===== config.mk =====
export PLATFORM = sky130hd
export DESIGN_NAME = complex_mul_iq
export DESIGN_NICKNAME = d
export VERILOG_FILES = /design/src/rtl/complex_mul_pkg.sv /design/src/rtl/iq_sat_shift.sv /design/src/rtl/complex_mul_iq.sv
export SDC_FILE = /design/constraint.sdc
export NUM_CORES = 2
export LEC_CHECK = 0
export CAP_MARGIN = 5
export CORE_MARGIN = 3
export CORE_UTILIZATION = 35
export DETAILED_ROUTE_END_ITERATION = 10
export GPL_ROUTABILITY_DRIVEN = 1
export GPL_TIMING_DRIVEN = 0
export PLACE_DENSITY = 0.53
export SYNTH_ARGS = -nofsm -noshare
export SYNTH_HDL_FRONTEND = slang
export SYNTH_SLANG_ARGS = --single-unit

===== constraint.sdc =====
create_clock -name clk -period 14.58 [get_ports clk]
set_clock_uncertainty 0.15 [all_clocks]
set_input_delay 2.916 -clock clk [delete_from_list [all_inputs] [get_ports clk]]
set_output_delay 2.916 -clock clk [all_outputs]
set_load 0.05 [all_outputs]

===== src/rtl/complex_mul_pkg.sv =====
// complex_mul_pkg: shared latency constant, pairing state and the saturating
// arithmetic shift used by the complex multiplier output stage.
package complex_mul_pkg;

    localparam int LAT = 5;

    typedef enum logic {
        IDLE   = 1'b0,
        HAVE_I = 1'b1
    } frame_state_e;

    typedef struct packed {
        logic [63:0] val;
        logic        clamp;
    } sat_res_t;

    // Arithmetic right shift by 'shift', then clamp into a signed 'dw'-bit range.
    // Operates on a 64-bit container so it serves every legal DW.
    function automatic sat_res_t sat_shift(input logic signed [63:0] s,
                                           input int dw, input int shift);
        sat_res_t r;
        logic signed [63:0] sh, hi, lo;
        sh = s >>> shift;
        hi = (64'sd1 <<< (dw - 1)) - 64'sd1;
        lo = -(64'sd1 <<< (dw - 1));
        r.clamp = 1'b1;
        if (sh > hi)
            r.val = hi;
        else if (sh < lo)
            r.val = lo;
        else begin
            r.val   = sh;
            r.clamp = 1'b0;
        end
        return r;
    endfunction

endpackage


===== src/rtl/iq_sat_shift.sv =====
// iq_sat_shift: final pipeline stage of complex_mul_iq. Optional round-half-up
// (COMPLEX_MUL_ROUND_EN), arithmetic shift, saturation to DW bits. The clamp
// indication is combinational so the parent can raise ovf with the output.
module iq_sat_shift
    import complex_mul_pkg::*;
#(
    parameter int IW    = 37,
    parameter int DW    = 18,
    parameter int SHIFT = 17
) (
    input  logic                 clk,
    input  logic                 rst_n,
    input  logic signed [IW-1:0] s_in,
    output logic                 clamp,
    output logic signed [DW-1:0] z
);

`ifdef COMPLEX_MUL_ROUND_EN
    // Half an output LSB; SHIFT=0 has no fractional part to round.
    localparam logic signed [63:0] RND =
        (SHIFT > 0) ? (64'sd1 <<< ((SHIFT > 0) ? SHIFT - 1 : 0)) : 64'sd0;
`endif

    logic signed [63:0]   s_ext;
    sat_res_t             sat;
    logic signed [DW-1:0] z_d, z_q;
    logic                 unused_hi;

    // Extend, optionally round, then shift and saturate.
    always_comb begin
        s_ext = {{(64-IW){s_in[IW-1]}}, s_in};
`ifdef COMPLEX_MUL_ROUND_EN
        s_ext = s_ext + RND;
`endif
        sat   = sat_shift(s_ext, DW, SHIFT);
        clamp = sat.clamp;
        z_d   = sat.val[DW-1:0];
    end

    // Upper bits are only a sign extension of the clamped result.
    assign unused_hi = ^sat.val[63:DW];

    // Output register.
    always_ff @(posedge clk) begin
        if (!rst_n) z_q <= '0;
        else        z_q <= z_d;
    end

    assign z = z_q;

endmodule


===== src/rtl/complex_mul_iq.sv =====
// complex_mul_iq: flow-through complex multiplier for interleaved I/Q streams.
// Stages: capture -> operand select -> multiply -> sum -> scale/saturate.
// Each slot (I or Q) carries its own two products, so one result per cycle.
// Optional rounding build: define COMPLEX_MUL_ROUND_EN.
module complex_mul_iq
    import complex_mul_pkg::*;
#(
    parameter int DW    = 18,
    parameter int SHIFT = DW - 1
) (
    input  logic                   clk,
    input  logic                   rst_n,
    input  logic                   gate_in,
    input  logic                   iq,
    input  logic                   conj,
    input  logic signed [DW-1:0]   x,
    input  logic signed [DW-1:0]   y,
    input  logic                   clr_flags,
    output logic signed [DW-1:0]   z,
    output logic signed [2*DW:0]   z_full,
    output logic                   iq_out,
    output logic                   gate_out,
    output logic                   ovf,
    output logic                   pair_err
);

    localparam int PS = LAT - 1;  // stages after capture: op, prod, sum, out

    frame_state_e state_q, state_d;
    logic viol, sat_clamp;
    logic s1_vld_q, s1_vld_d, s1_iq_q, s1_iq_d, conj_pair_q, conj_pair_d;
    logic signed [DW-1:0] s1_x_q, s1_x_d, s1_y_q, s1_y_d, s2_x_q, s2_x_d, s2_y_q, s2_y_d;
    logic signed [DW-1:0] a0_q, a0_d, b0_q, b0_d, a1_q, a1_d, b1_q, b1_d;
    logic sub_q, sub_d, sub_p_q, sub_p_d;
    logic signed [2*DW-1:0] p0_q, p0_d, p1_q, p1_d;
    logic signed [2*DW:0] s_q, s_d, z_full_q, z_full_d;
    logic [PS-1:0] vld_pipe_q, vld_pipe_d, iq_pipe_q, iq_pipe_d;
    logic ovf_q, ovf_d, pair_err_q, pair_err_d;

    // Pairing, operand routing, arithmetic and sticky flags.
    always_comb begin
        state_d     = (gate_in && iq) ? HAVE_I : IDLE;
        // Orphan I (next slot is not a valid Q) or Q with no pending I.
        viol        = ((state_q == HAVE_I) && !(gate_in && !iq)) ||
                      ((state_q == IDLE) && gate_in && !iq);
        s1_vld_d    = gate_in && (iq || (state_q == HAVE_I));
        s1_iq_d     = iq;
        s1_x_d      = x;
        s1_y_d      = y;
        s2_x_d      = s1_x_q;
        s2_y_d      = s1_y_q;
        conj_pair_d = (gate_in && iq) ? conj : conj_pair_q;

        // I slot: xr*yr -/+ xi*yi, partner Q is on the inputs now.
        // Q slot: xi*yr +/- xr*yi, partner I sits one register back.
        if (s1_iq_q) begin
            a0_d = s1_x_q; b0_d = s1_y_q; a1_d = x;      b1_d = y;
        end else begin
            a0_d = s1_x_q; b0_d = s2_y_q; a1_d = s2_x_q; b1_d = s1_y_q;
        end
        sub_d = s1_iq_q ^ conj_pair_q;

        // An I slot only survives if its Q is arriving this cycle.
        vld_pipe_d = {vld_pipe_q[PS-2:0], s1_vld_q && (!s1_iq_q || (gate_in && !iq))};
        iq_pipe_d  = {iq_pipe_q[PS-2:0], s1_iq_q};

        p0_d    = $signed({{DW{a0_q[DW-1]}}, a0_q}) * $signed({{DW{b0_q[DW-1]}}, b0_q});
        p1_d    = $signed({{DW{a1_q[DW-1]}}, a1_q}) * $signed({{DW{b1_q[DW-1]}}, b1_q});
        sub_p_d = sub_q;

        s_d = sub_p_q ? ($signed({p0_q[2*DW-1], p0_q}) - $signed({p1_q[2*DW-1], p1_q}))
                      : ($signed({p0_q[2*DW-1], p0_q}) + $signed({p1_q[2*DW-1], p1_q}));
        z_full_d = s_q;

        // A new event wins over a simultaneous clear.
        ovf_d      = (sat_clamp && vld_pipe_q[PS-2]) || (ovf_q && !clr_flags);
        pair_err_d = viol || (pair_err_q && !clr_flags);
    end

    // Pipeline and flag registers.
    always_ff @(posedge clk) begin
        if (!rst_n) begin
            state_q     <= IDLE;
            s1_vld_q    <= 1'b0;
            s1_iq_q     <= 1'b0;
            conj_pair_q <= 1'b0;
            s1_x_q      <= '0;
            s1_y_q      <= '0;
            s2_x_q      <= '0;
            s2_y_q      <= '0;
            a0_q        <= '0;
            b0_q        <= '0;
            a1_q        <= '0;
            b1_q        <= '0;
            sub_q       <= 1'b0;
            sub_p_q     <= 1'b0;
            p0_q        <= '0;
            p1_q        <= '0;
            s_q         <= '0;
            z_full_q    <= '0;
            vld_pipe_q  <= '0;
            iq_pipe_q   <= '0;
            ovf_q       <= 1'b0;
            pair_err_q  <= 1'b0;
        end else begin
            state_q     <= state_d;
            s1_vld_q    <= s1_vld_d;
            s1_iq_q     <= s1_iq_d;
            conj_pair_q <= conj_pair_d;
            s1_x_q      <= s1_x_d;
            s1_y_q      <= s1_y_d;
            s2_x_q      <= s2_x_d;
            s2_y_q      <= s2_y_d;
            a0_q        <= a0_d;
            b0_q        <= b0_d;
            a1_q        <= a1_d;
            b1_q        <= b1_d;
            sub_q       <= sub_d;
            sub_p_q     <= sub_p_d;
            p0_q        <= p0_d;
            p1_q        <= p1_d;
            s_q         <= s_d;
            z_full_q    <= z_full_d;
            vld_pipe_q  <= vld_pipe_d;
            iq_pipe_q   <= iq_pipe_d;
            ovf_q       <= ovf_d;
            pair_err_q  <= pair_err_d;
        end
    end

    iq_sat_shift #(.IW(2*DW+1), .DW(DW), .SHIFT(SHIFT)) u_sat (
        .clk   (clk),
        .rst_n (rst_n),
        .s_in  (s_q),
        .clamp (sat_clamp),
        .z     (z)
    );

    assign z_full   = z_full_q;
    assign iq_out   = iq_pipe_q[PS-1];
    assign gate_out = vld_pipe_q[PS-1];
    assign ovf      = ovf_q;
    assign pair_err = pair_err_q;

endmodule


# Yosys cells after proc, flatten, opt, wreduce, memory -nomap -nowiden
# Cells that the tools add are included.
[totals]
ff_bits = 306
output_inout_bits = 59
[op_classes]
n_addsub = 2
n_mul = 2
magnitude_cmp = 2
n_mux = 9
bitwise = 3
reduce_logical = 20
[ops]
columns = ["op", "n"]
rows = [
  ["multiplier 18 x 18 -> 36 bit", 2],
  ["two-way mux 18 bit", 4],
  ["adder 36 x 36 -> 37 bit", 1],
  ["two-way mux 37 bit", 1],
  ["subtractor 36 x 36 -> 37 bit", 1],
  ["> comparator 20 x 18 -> 1 bit (second input constant)", 1],
  ["< comparator 20 x 18 -> 1 bit (second input constant)", 1],
  ["two-way mux 17 bit", 1],
  ["logical AND 1 bit", 10],
  ["logical OR 1 bit", 5],
  ["zero test 1 bit", 4],
  ["two-way mux 1 bit", 3],
  ["NOT 1 bit", 2],
  ["OR reduction 2 bit", 1],
  ["XOR 1 bit", 1],
]

# Longest topological paths before layout
[depth]
depth_word = 6
mapped_depth = 26
mapped_depth_nobuf = 24

# By module
# A second synthesis with hierarchy kept.
[unflattened]
cells_unflattened = 3813
hier_area_um2 = 35590.4
[by_module_without_submodules]
columns = ["mod", "instances", "cells_per_inst", "area_each_um2"]
rows = [
  ["complex_mul_iq", 1, 3728, 34764.6],
  ["iq_sat_shift", 1, 85, 825.8],
]

# Worst setup path before layout
# No wires, ideal clock.
[synth_timing]
path_type = "register to register"
from = "register a0_q[10]"
to = "register p0_q[34]"
setup_time_ns = 0.121
arrival_ns = 6.151
required_time_ns = 14.309
slack_ns = 8.159
stages_incl_launch_ff = 23
synth_period_minus_slack_ns = 6.421
cell_sequence = "dfxtp_1 -> clkbuf_1 -> clkbuf_1 -> nand2_1 -> fa_1 -> fa_1 -> fa_1 -> fa_1 -> inv_1 -> fa_1 -> inv_1 -> fa_1 -> inv_1 -> ha_1 -> a21o_1 -> a221o_1 -> a21o_1 -> o21a_1 -> o211a_1 -> o31a_1 -> o41ai_4 -> o21ai_1 -> mux2i_1"
[synth_via]
elab_chain_len = 1
[synth_lines]
columns = ["item", "line_no", "source"]
rows = [
  ["from (decl)", "complex_mul_iq.sv:33", "logic signed [DW-1:0] a0_q, a0_d, b0_q, b0_d, a1_q, a1_d, b1_q, b1_d;"],
  ["from (signal assigned)", "complex_mul_iq.sv:91", "a0_q <= '0;"],
  ["from (signal assigned)", "complex_mul_iq.sv:114", "a0_q <= a0_d;"],
  ["multiplier 18 x 18 -> 36 bit", "complex_mul_iq.sv:67", "p0_d = $signed({{DW{a0_q[DW-1]}}, a0_q}) * $signed({{DW{b0_q[DW-1]}}, b0_q});"],
  ["to (signal assigned)", "complex_mul_iq.sv:120", "p0_q <= p0_d;"],
  ["to (decl)", "complex_mul_iq.sv:35", "logic signed [2*DW-1:0] p0_q, p0_d, p1_q, p1_d;"],
]
# No other way between the ends.
# A chain may end at the register's enable or synchronous reset.

# Final worst setup path
[layout_timing]
from = "register b0_q[1]"
to = "register p0_q[35]"
[layout_via]
elab_chain_len = 1
[layout_lines]
columns = ["item", "line_no", "source"]
rows = [
  ["from (decl)", "complex_mul_iq.sv:33", ""],
  ["from (signal assigned)", "complex_mul_iq.sv:92", "b0_q <= '0;"],
  ["from (signal assigned)", "complex_mul_iq.sv:115", "b0_q <= b0_d;"],
  ["multiplier 18 x 18 -> 36 bit", "complex_mul_iq.sv:67", ""],
]
# No other way between the ends.

==> impl_metrics.yaml <==
status:
  outcome: "finished clean"
synthesis:
  yosys.cell_types.count: 60
  synth_top_cell_area_share: 0.3753
  synth_most_common_cell: "inv_1"
  synth_area_leader_cell: "fa_1"
  synth-seq-cells: 306
  syn_area_um2: 35150
  yosys_warnings: 0
  synth.area.top_cells: "fa_1 38%, dfxtp_1 17%, and2_1 8.3%, inv_1 8.1%, ha_1 7.9%"
  synth_area_per_cell_um2: 9.304
  synth_commonest_cells: "763 x inv_1, 659 x fa_1, 469 x and2_1"
  yosysSeqAreaShare: 0.1743
  syn_inst: 3778
  syn-num-nets: 4702
  ys.flop_type: "dfxtp_1"
  async_flop_share: 0
  synth_edf_count: 0
route:
  met2_length_mm: 42.80
  top_layer: "met4"
  wire_per_inst_um: 19.22
  dr.pass1.iters: 5
  avgViaCountPerCell: 4.715
  wl_mm: 100.7
  met3_length_mm: 7.420
  num_vias: 24700
  drt-met1-wl_mm: 46.96
  antenna_left: 0
  drt_drc_violations_left: 0
  drtIter0Drc: 1513
timing:
  slew_violations: 0
  finalCritPeriodShare: 0.5436
  worst_slew_pin_slew_ns: 1.264
  fmax_ghz: 0.1262
  hold_viol: 0
  post-route-min-period_ns: 7.926
  setup_viol: 0
  grt_setup_unrepaired: "false"
  maxSlewHeadroom: 0.1572
  setup_tns_ns: 0
power_and_ir_drop:
  peakVddDrop_mv: 0.06780
  p_per_area_nw_per_um2: 81.93
  p_leak_nw: 18.96
final_layout:
  fin_cells: 5237
  layout-drive-gt1-share: 0.01900
  nets: 4843
  area_growth_pct: 11.02
floorplanning:
  die_y_um: 322.9
  core_area_um2: 98990
  fp.dieW_um: 322.9
  io_pins: 101
  initial_core_util: 0.3551
  fp-row-count: 115
  fp.dieArea_um2: 104300
place:
  dp.cells: 5166
  port_buffers: 100
  dpl.hpwl_mm: 85.47
  gp_congestion: 0.9061
grt:
  grt_max_degree: 14
  grt_pass1_wl_mm: 156.7
  track_usage: 0.1997
  grt_overflow: 0
  grt_pass1_vias: 26070
  antenna_found_initial: 6
critical_path:
  r2r_cells: 23
  worstPathMaxFanout: 10
  critical_path_arrival_ns: 8.26
  start_kind: "register"
  critical_path_class: "register to register"
  crit_required_ns: 14.91
  timing.rr.start: "b0_q[1]"
  r2r-end: "p0_q[35]"
  cp-startpoint: "b0_q[1]"
  reg2reg_slack_ns: 6.65
  crit_path_end_kind: "register"
  crit_end: "p0_q[35]"
clock_tree:
  cts_buffers: 37
  cts_buffer_depth: 3
  clock_sinks: 306
  tritoncts: "built"
  ctsResizeCount: 0
  path_clk_slew_ns: 0.06
  insertion_delay_ns: 0.56
  root_buffer: "clkbuf_16"
  htree_levels: 2
  cts_hold_buf: 0
  postCtsSetupBuffers: 0
min_path:
  hold_path.class: "register to register"
flow_run:
  drv_cap: 0
==> cell families after synthesis <==
kind of cell	after synthesis	share of synthesized area
and+or+nand+nor	1203	0.1723
buffers and inverters	917	0.09799
adders and majority gates	882	0.4547
DFF	306	0.1743
AOI/OAI and AO/OA	290	0.05382
xor gates and xnor gates	123	0.03065
muxes	57	0.01623
==> how the worst min path moves through the flow <==
stage	start	end	slack, ns	cells past startpoint
floorplan	s1_vld_q	vld_pipe_q[0]	0.25	2
global placement	s1_vld_q	vld_pipe_q[0]	0.26	2
detailed placement	s1_vld_q	vld_pipe_q[0]	0.26	2
CTS	a0_d[16]	a0_q[16]	0.26	1
global route	a0_d[14]	a0_q[14]	0.28	1
finish	a0_d[16]	a0_q[16]	0.26	1
==> cells in the final DEF (no fill, tap or decap), drive strengths merged, types with 4 or more instances in the layout <==
| cell | netlist | layout |
|---|---|---|
| a21o | 53 | 53 |
| nor3 | 38 | 38 |
| nand2b | 25 | 25 |
| inv | 764 | 767 |
| a31oi | 20 | 20 |
| a21boi | 7 | 7 |
| clkdlybuf4s50 | 0 | 100 |
| clkbuf | 146 | 195 |
| buf | 6 | 8 |
| dfxtp | 306 | 306 |
| mux2i | 57 | 57 |
| ha | 223 | 223 |
| or3 | 7 | 7 |
| and3 | 13 | 13 |
| nand3b | 5 | 5 |
| o21ai | 43 | 43 |
| and2 | 469 | 469 |
| o21bai | 7 | 7 |
| nor2b | 10 | 10 |
| o21a | 15 | 15 |
| nand2 | 327 | 327 |
| clkinv | 1 | 11 |
| fa | 659 | 659 |
| a311oi | 5 | 5 |
| o211ai | 7 | 7 |
| o31ai | 6 | 6 |
| nand3 | 19 | 19 |
| nor4 | 7 | 7 |
| xor2 | 37 | 37 |
| nor2 | 252 | 252 |
| a211o | 4 | 4 |
| a21oi | 89 | 89 |
| nor3b | 10 | 10 |
| xnor2 | 86 | 86 |
| and4 | 6 | 6 |
| nand4 | 8 | 8 |
| a211oi | 12 | 12 |
==> flip-flops by register name, indices dropped and copies added (netlist names), 4 cells and up <==
name / count
s_q: 37
z_full: 37
p0_q: 36
p1_q: 36
a0_d: 18
a0_q: 18
a1_q: 18
b0_q: 18
b1_q: 18
s1_y_q: 18
s2_y_q: 18
u_sat.z: 18
iq_pipe_q: 4
vld_pipe_q: 4
==> per-layer routing <==
layer,up-vias,track usage
met1,12290,0.2813
met4,0,0.06158
li1,11610,-
met2,655,0.3020
met5,-,0
met3,136,0.04999
==> cell type report <==
type | instances | area (um2)
diodes | 3 | 7.507
plain buffers | 152 | 573.1
clock buffers | 49 | 1062
clock inverters | 18 | 176.4
fillers | 10080 | 59970
inverters | 765 | 2872
multi-input cells | 2555 | 25580
flip-flops and latches | 306 | 6126
well taps | 1287 | 1610
repair buffers | 102 | 1017
==> worst max-delay path, stage by stage, from the launching register on <==
cell      delay, ns
dfxtp_1        0.82
clkbuf_1       0.63
and2_1         0.29
fa_1           0.47
inv_1          0.20
fa_1           0.45
inv_1          0.09
ha_1           0.45
inv_1          0.29
fa_1           0.56
inv_1          0.05
fa_1           0.52
inv_1          0.05
fa_1           0.47
inv_1          0.04
ha_1           0.37
inv_1          0.05
or2_2          0.31
nor2_1         0.28
and2_1         0.18
o31ai_1        0.18
a31oi_1        0.36
or4b_1         0.47
o211ai_1       0.09
==> stage by stage <==
stage | utilization | setup slack, ns | area, um2 | hold slack (ns) | power (mW)
floorplan | - | 8.159 | 35150 | 0.2475 | 1.868
global placement | 0.3815 | 6.792 | 37760 | 0.2625 | 2.275
detailed placement | 0.3815 | 6.825 | 37770 | 0.2640 | 2.278
CTS | 0.3940 | 6.802 | 39010 | 0.2596 | 3.215
global route | 0.3941 | 6.185 | 39020 | 0.2838 | 3.396
finish | 0.3942 | 6.654 | 39030 | 0.2613 | 3.197
==> power breakdown <==
group          internal (mW)  switching (mW)  total (mW)
sequential             0.957          0.0874        1.04
clock                  0.553           0.377       0.930
combinational          0.452           0.770        1.22
Power figures use the tool's default switching activity.
